===== src/rtl/riscv_mem_pkg.sv =====
// riscv_mem_pkg: shared types and defaults for the memory port arbiter.
// Holds the FSM state enum, the owner enum and the parameter defaults.
package riscv_mem_pkg;

  localparam int ADDR_W_DEF      = 32;
  localparam int DATA_W_DEF      = 32;
  localparam int TIMEOUT_CYC_DEF = 16;

  typedef enum logic [1:0] {
    IDLE,
    BUSY,
    RESP
  } state_e;

  typedef enum logic {
    OWN_IF,
    OWN_D
  } owner_e;

endpackage


===== src/rtl/mem_arb_pick.sv =====
// mem_arb_pick: combinational grant selection between fetch and data.
// Ports: if_req, d_req, last_owner in; owner out. MEM_ARB_RR_EN selects RR.
module mem_arb_pick
  import riscv_mem_pkg::*;
(
  input  logic   if_req,
  input  logic   d_req,
  input  owner_e last_owner,
  output owner_e owner
);

`ifdef MEM_ARB_RR_EN
  // On a tie, hand the port to whoever did not have it last.
  always_comb begin
    owner = OWN_D;
    unique case (1'b1)
      (if_req && d_req):
        owner = (last_owner == OWN_D) ? OWN_IF : OWN_D;
      (if_req && !d_req):
        owner = OWN_IF;
      default:
        owner = OWN_D;
    endcase
  end
`else
  logic unused_last;
  assign unused_last = last_owner;

  always_comb begin
    owner = OWN_D;
    if (if_req && !d_req)
      owner = OWN_IF;
  end
`endif

endmodule


===== src/rtl/mem_port_arbiter.sv =====
// mem_port_arbiter: shares one memory port between fetch and data masters.
// Ports: clk, async active-low reset; if_* fetch, d_* data, mem_* memory
// side; busy and sticky timeout_err status. MEM_ARB_RR_EN: round-robin.
module mem_port_arbiter
  import riscv_mem_pkg::*;
#(
  parameter int ADDR_W      = ADDR_W_DEF,
  parameter int DATA_W      = DATA_W_DEF,
  parameter int TIMEOUT_CYC = TIMEOUT_CYC_DEF
) (
  input  logic              clk,
  input  logic              reset,
  input  logic              if_req,
  input  logic [ADDR_W-1:0] if_addr,
  output logic              if_gnt,
  output logic              if_rvalid,
  output logic [DATA_W-1:0] if_rdata,
  input  logic              d_req,
  input  logic              d_we,
  input  logic [ADDR_W-1:0] d_addr,
  input  logic [DATA_W-1:0] d_wdata,
  output logic              d_gnt,
  output logic              d_rvalid,
  output logic [DATA_W-1:0] d_rdata,
  output logic              mem_req,
  output logic              mem_we,
  output logic [ADDR_W-1:0] mem_addr,
  output logic [DATA_W-1:0] mem_wdata,
  input  logic              mem_ready,
  input  logic [DATA_W-1:0] mem_rdata,
  output logic              busy,
  output logic              timeout_err
);

  localparam int CNT_W = 8;

  state_e            state_q;
  owner_e            own_q;
  logic              we_q;
  logic [ADDR_W-1:0] addr_q;
  logic [DATA_W-1:0] wdata_q;
  logic [CNT_W-1:0]  cnt_q;
  logic [DATA_W-1:0] if_rdata_q;
  logic [DATA_W-1:0] d_rdata_q;
  logic              err_q;

  owner_e            pick_own;
  owner_e            last_own;
  logic              take;
  logic              tmo;
  logic              done;
  logic [DATA_W-1:0] resp_d;

  mem_arb_pick u_pick (
    .if_req    (if_req),
    .d_req     (d_req),
    .last_owner(last_own),
    .owner     (pick_own)
  );

  // Grant is combinational in IDLE; forced low while reset is held.
  assign take = reset && (state_q == IDLE) && (if_req || d_req);

  assign if_gnt = take && (pick_own == OWN_IF);
  assign d_gnt  = take && (pick_own == OWN_D);

  // Ready on the limit cycle wins over the timeout.
  assign tmo  = !mem_ready &&
                (cnt_q == CNT_W'(TIMEOUT_CYC - 1));
  assign done = mem_ready || tmo;

  // Writes and timeouts both return zero data.
  assign resp_d = (mem_ready && !we_q) ? mem_rdata : '0;

`ifdef MEM_ARB_RR_EN
  owner_e last_q;

  always_ff @(posedge clk or negedge reset) begin
    if (!reset)
      last_q <= OWN_IF;
    else if (take)
      last_q <= pick_own;
  end

  assign last_own = last_q;
`else
  assign last_own = OWN_IF;
`endif

  always_ff @(posedge clk or negedge reset) begin
    if (!reset) begin
      state_q    <= IDLE;
      own_q      <= OWN_IF;
      we_q       <= 1'b0;
      addr_q     <= '0;
      wdata_q    <= '0;
      cnt_q      <= '0;
      if_rdata_q <= '0;
      d_rdata_q  <= '0;
      err_q      <= 1'b0;
    end else begin
      unique case (state_q)
        IDLE: begin
          if (take) begin
            own_q   <= pick_own;
            cnt_q   <= '0;
            state_q <= BUSY;
            if (pick_own == OWN_D) begin
              we_q    <= d_we;
              addr_q  <= d_addr;
              wdata_q <= d_wdata;
            end else begin
              we_q    <= 1'b0;
              addr_q  <= if_addr;
              wdata_q <= '0;
            end
          end
        end
        BUSY: begin
          if (done) begin
            state_q <= RESP;
            if (own_q == OWN_D)
              d_rdata_q <= resp_d;
            else
              if_rdata_q <= resp_d;
            if (tmo)
              err_q <= 1'b1;
          end else begin
            cnt_q <= cnt_q + 1'b1;
          end
        end
        RESP: begin
          state_q <= IDLE;
        end
        default: begin
          state_q <= IDLE;
        end
      endcase
    end
  end

  assign busy        = (state_q != IDLE);
  assign mem_req     = (state_q == BUSY);
  assign mem_we      = mem_req && we_q;
  assign mem_addr    = addr_q;
  assign mem_wdata   = wdata_q;
  assign if_rvalid   = (state_q == RESP) && (own_q == OWN_IF);
  assign d_rvalid    = (state_q == RESP) && (own_q == OWN_D);
  assign if_rdata    = if_rdata_q;
  assign d_rdata     = d_rdata_q;
  assign timeout_err = err_q;

endmodule

===== config.mk =====
export PLATFORM = sky130hd
export DESIGN_NAME = mem_port_arbiter
export DESIGN_NICKNAME = d
export VERILOG_FILES = /design/src/rtl/riscv_mem_pkg.sv /design/src/rtl/mem_arb_pick.sv /design/src/rtl/mem_port_arbiter.sv
export SDC_FILE = /design/constraint.sdc
export NUM_CORES = 1
export LEC_CHECK = 0
export CAP_MARGIN = 20
export CORE_MARGIN = 1.5
export CORE_UTILIZATION = 44
export DETAILED_ROUTE_END_ITERATION = 10
export PLACE_DENSITY = 0.86
export REMOVE_ABC_BUFFERS = 1
export SLEW_MARGIN = 10
export SYNTH_ARGS = -nofsm -noshare
export SYNTH_HDL_FRONTEND = slang
export SYNTH_SLANG_ARGS = --single-unit

===== constraint.sdc =====
create_clock -name clk -period 3.95 [get_ports clk]
set_input_delay 1.185 -clock clk [delete_from_list [all_inputs] [get_ports clk]]
set_output_delay 1.185 -clock clk [all_outputs]
set_load 0.005 [all_outputs]

==> out/results.ini <==
[grt]
antenna_found_initial=0
grt_pass1_vias=4907
grt_pass1_wl_mm=25.4
grt_max_degree=101
gr-usage-all-layers=0.251
grt-ovfl-total=0

[timing]
maxSlewViolCount=0
fin_crit_sh=0.968
relSlewSlack=0.378
fmax_ghz=0.261
tightestPinTransition_ns=0.933
fin_crit_ns=3.83
rsz0062_at_grt=false
fin_ws_ns=0.125
finalHoldViolCount=0
setup_violations=0
clock_skew_ns=0.00869

[final_layout]
layout-area-overhead-vs-synth_pct=60.4
fillerInstances=811
layout.nets=831
insertedDiodeCount=0
drive_gt1_frac=0.0719

[floorplan]
row_count=41
core_area_sq_um=12600
design.die.area_sq_um=13600
ioPinCount=270
die_w_um=116
die_height_um=116
initial_core_util=0.451

[synthesis]
synth_ff_type=dfrtp_1
avgSynthCellArea_sq_um=13.1
ys_seq_area_frac=0.623
yosys.area.top_type_share=0.623
async_flop_share=1.00
ys_ff_latch=141
synth_compound_area_frac=0.211
synth_xor_area_frac=0
yosys.area.top_type=dfrtp_1
synth_top_family_by_area=compound AO/OA/AOI/OAI gates
synthesis.instances=433
yosysWarnings=0
synth-edff-count=0
syn_area_sq_um=5670
synth-adder-area-share=0.00221
synthMuxAreaShare=0.0583
synth_area_leaders=dfrtp_1, a22o_1, a32o_1
synth_cell_types=38
synthSimpleGateAreaFrac=0.0680

[routing]
drc=0
finalWirelength_mm=17.2
wl_per_cell_um=19.5
drt_iter0_drc=355
first_pass_iters=4
viasPerCell=5.49
vias=4836
route.antenna.remaining_nets=0

[setup_path]
r2r_setup_slack_ns=1.86
r2r_start=state_q[1]$_DFFE_PN0P_
worstPathRequired_ns=2.76
crit_start=if_req
crit_arrival_ns=2.64
crit_type=in -> out
cp-start-kind=input pin
reg2reg_depth=5
r2r-end=cnt_q[4]$_DFFE_PN0P_
crit_fanout=4
cp-end-kind=output port
cp-endpoint=if_gnt

[min_path]
hold_path.class=reg -> reg
hold_depth=2

[placement]
hpwl_mm=11.8
pre_cts_ws_ns=0.127
io_buffer_count=269
gp_congestion=0.803

[clock_network]
cts_resized=0
clock_path_buffers=2
cts_hold_buffers=0
worstSkewPairLatency_ns=0.42
cts_max_level=4
clk_pin_slew_ns=0.06
cts_tree=built
root_buffer=clkbuf_16
cts_made_buffers=17
cts_setup_buffers=0
cts_sinks=141

[outcome]
status=completed

[power]
seqPwrFrac=0.392
totalPowerFinal_uw=5840
power_switching_uw=1620
p_comb_frac=0.345
power.internal_uw=4220
switching_share=0.277
p_leak_uw=0.00398
clockPowerShare=0.263
power.density_nw_per_um2=642
ir_drop_mv=0.299

[run]
drv_cap=0

==> cell families (layout without fill, tap and decap cells) <==
logic type,count (synthesis),count (layout)
adders and majority gates,1,1
muxes,33,33
and+or+nand+nor,70,70
DFF,141,141
buffers and inverters,39,315
AOI/OAI and AO/OA,149,149
==> power by group through the flow <==
stage | Sequential [uW] | Combinational (uW) | Clock [uW]
final | 2290 | 2010 | 1530
after global routing | 2340 | 2160 | 1630
after CTS | 2280 | 2030 | 1560
after detailed placement | 2290 | 2000 | 0
after global placement | 2260 | 1940 | 0
after floorplan | 2290 | 572 | 0
==> cell type report <==
type,count,area [sq um],area share
clock buffer,22,454,0.0500
clock inverter,10,116,0.0128
inverter,2,7.51,0.000826
multi-input combinational,253,1960,0.216
sequential,141,3530,0.388
tap,172,215,0.0237
timing repair buffer,281,2800,0.309
==> Yosys cell counts (all sizes together), types with 3 or more instances <==
cell type,number
a32o,33
and2,3
nor2,7
nand3,5
o21ai,38
nand2,39
a22o,66
nor3b,3
and3,3
a31oi,3
buf,23
dfrtp,141
clkbuf,14
a21oi,4
mux2i,33
==> per-layer routing <==
metal,track usage,vias up,share of wire
li1,-,2157,-
met1,0.273,2406,0.37
met2,0.436,237,0.51
met3,0.0913,36,0.093
met4,0.119,0,0.026
met5,0,-,0
==> placed cells by master, fill, tap and decap left out, types with 2 or more instances in the layout <==
master / synthesis / final
and3_1: 3 / 3
nor3b_1: 2 / 2
clkdlybuf4s50_1: 0 / 268
and2_1: 3 / 3
o21ai_1: 13 / 12
clkbuf_16: 0 / 17
a22o_1: 66 / 66
nand2_1: 39 / 39
nand3_1: 4 / 4
clkinvlp_4: 0 / 2
clkinv_4: 0 / 3
bufinv_16: 0 / 2
dfrtp_1: 141 / 141
nor2_1: 7 / 7
mux2i_1: 33 / 33
a21oi_1: 3 / 3
a32o_1: 33 / 33
inv_1: 2 / 2
clkinv_2: 0 / 3
o21ai_0: 25 / 25
clkbuf_1: 14 / 4
buf_4: 0 / 11
a31oi_1: 3 / 3
==> worst max-delay path, stage by stage <==
cell and delay [ns]:
clkdlybuf4s50_1 0.56, nor2b_4 0.21, and2_1 0.16, clkdlybuf4s50_1 0.52
==> through the flow <==
| stage | util | hold WS [ns] | area, sq um | setup TNS (ns) | instances |
|---|---|---|---|---|---|
| finish | 0.723 | 0.478 | 9080 | 0 | 881 |
| global route | 0.723 | 0.503 | 9080 | 0 | 881 |
| CTS | 0.721 | 0.481 | 9060 | 0 | 880 |
| detailed placement | 0.675 | 0.469 | 8490 | 0 | 848 |
| global placement | 0.675 | 0.460 | 8490 | 0 | 848 |
| floorplan | - | 0.460 | 5460 | -80.49 | 396 |
==> how the worst min path moves through the flow <==
stage	slack [ns]	to	start
2_1_floorplan	0.46	timeout_err$_DFFE_PN0P_	timeout_err$_DFFE_PN0P_
3_3_place_gp	0.46	mem_addr[13]$_DFFE_PN0P_	mem_addr[13]$_DFFE_PN0P_
3_5_place_dp	0.47	mem_addr[14]$_DFFE_PN0P_	mem_addr[14]$_DFFE_PN0P_
4_1_cts	0.48	mem_addr[14]$_DFFE_PN0P_	mem_addr[14]$_DFFE_PN0P_
5_1_grt	0.50	mem_addr[14]$_DFFE_PN0P_	mem_addr[14]$_DFFE_PN0P_
6_report	0.48	mem_addr[22]$_DFFE_PN0P_	mem_addr[22]$_DFFE_PN0P_
==> state kept, by name (all words and copies together) (netlist names) <==
signal	count
if_rdata	32
state_q	2
mem_addr	32
cnt_q	8
we_q	1
d_rdata	32
mem_wdata	32
own_q	1
timeout_err	1
(Power assumes the default switching activity.)
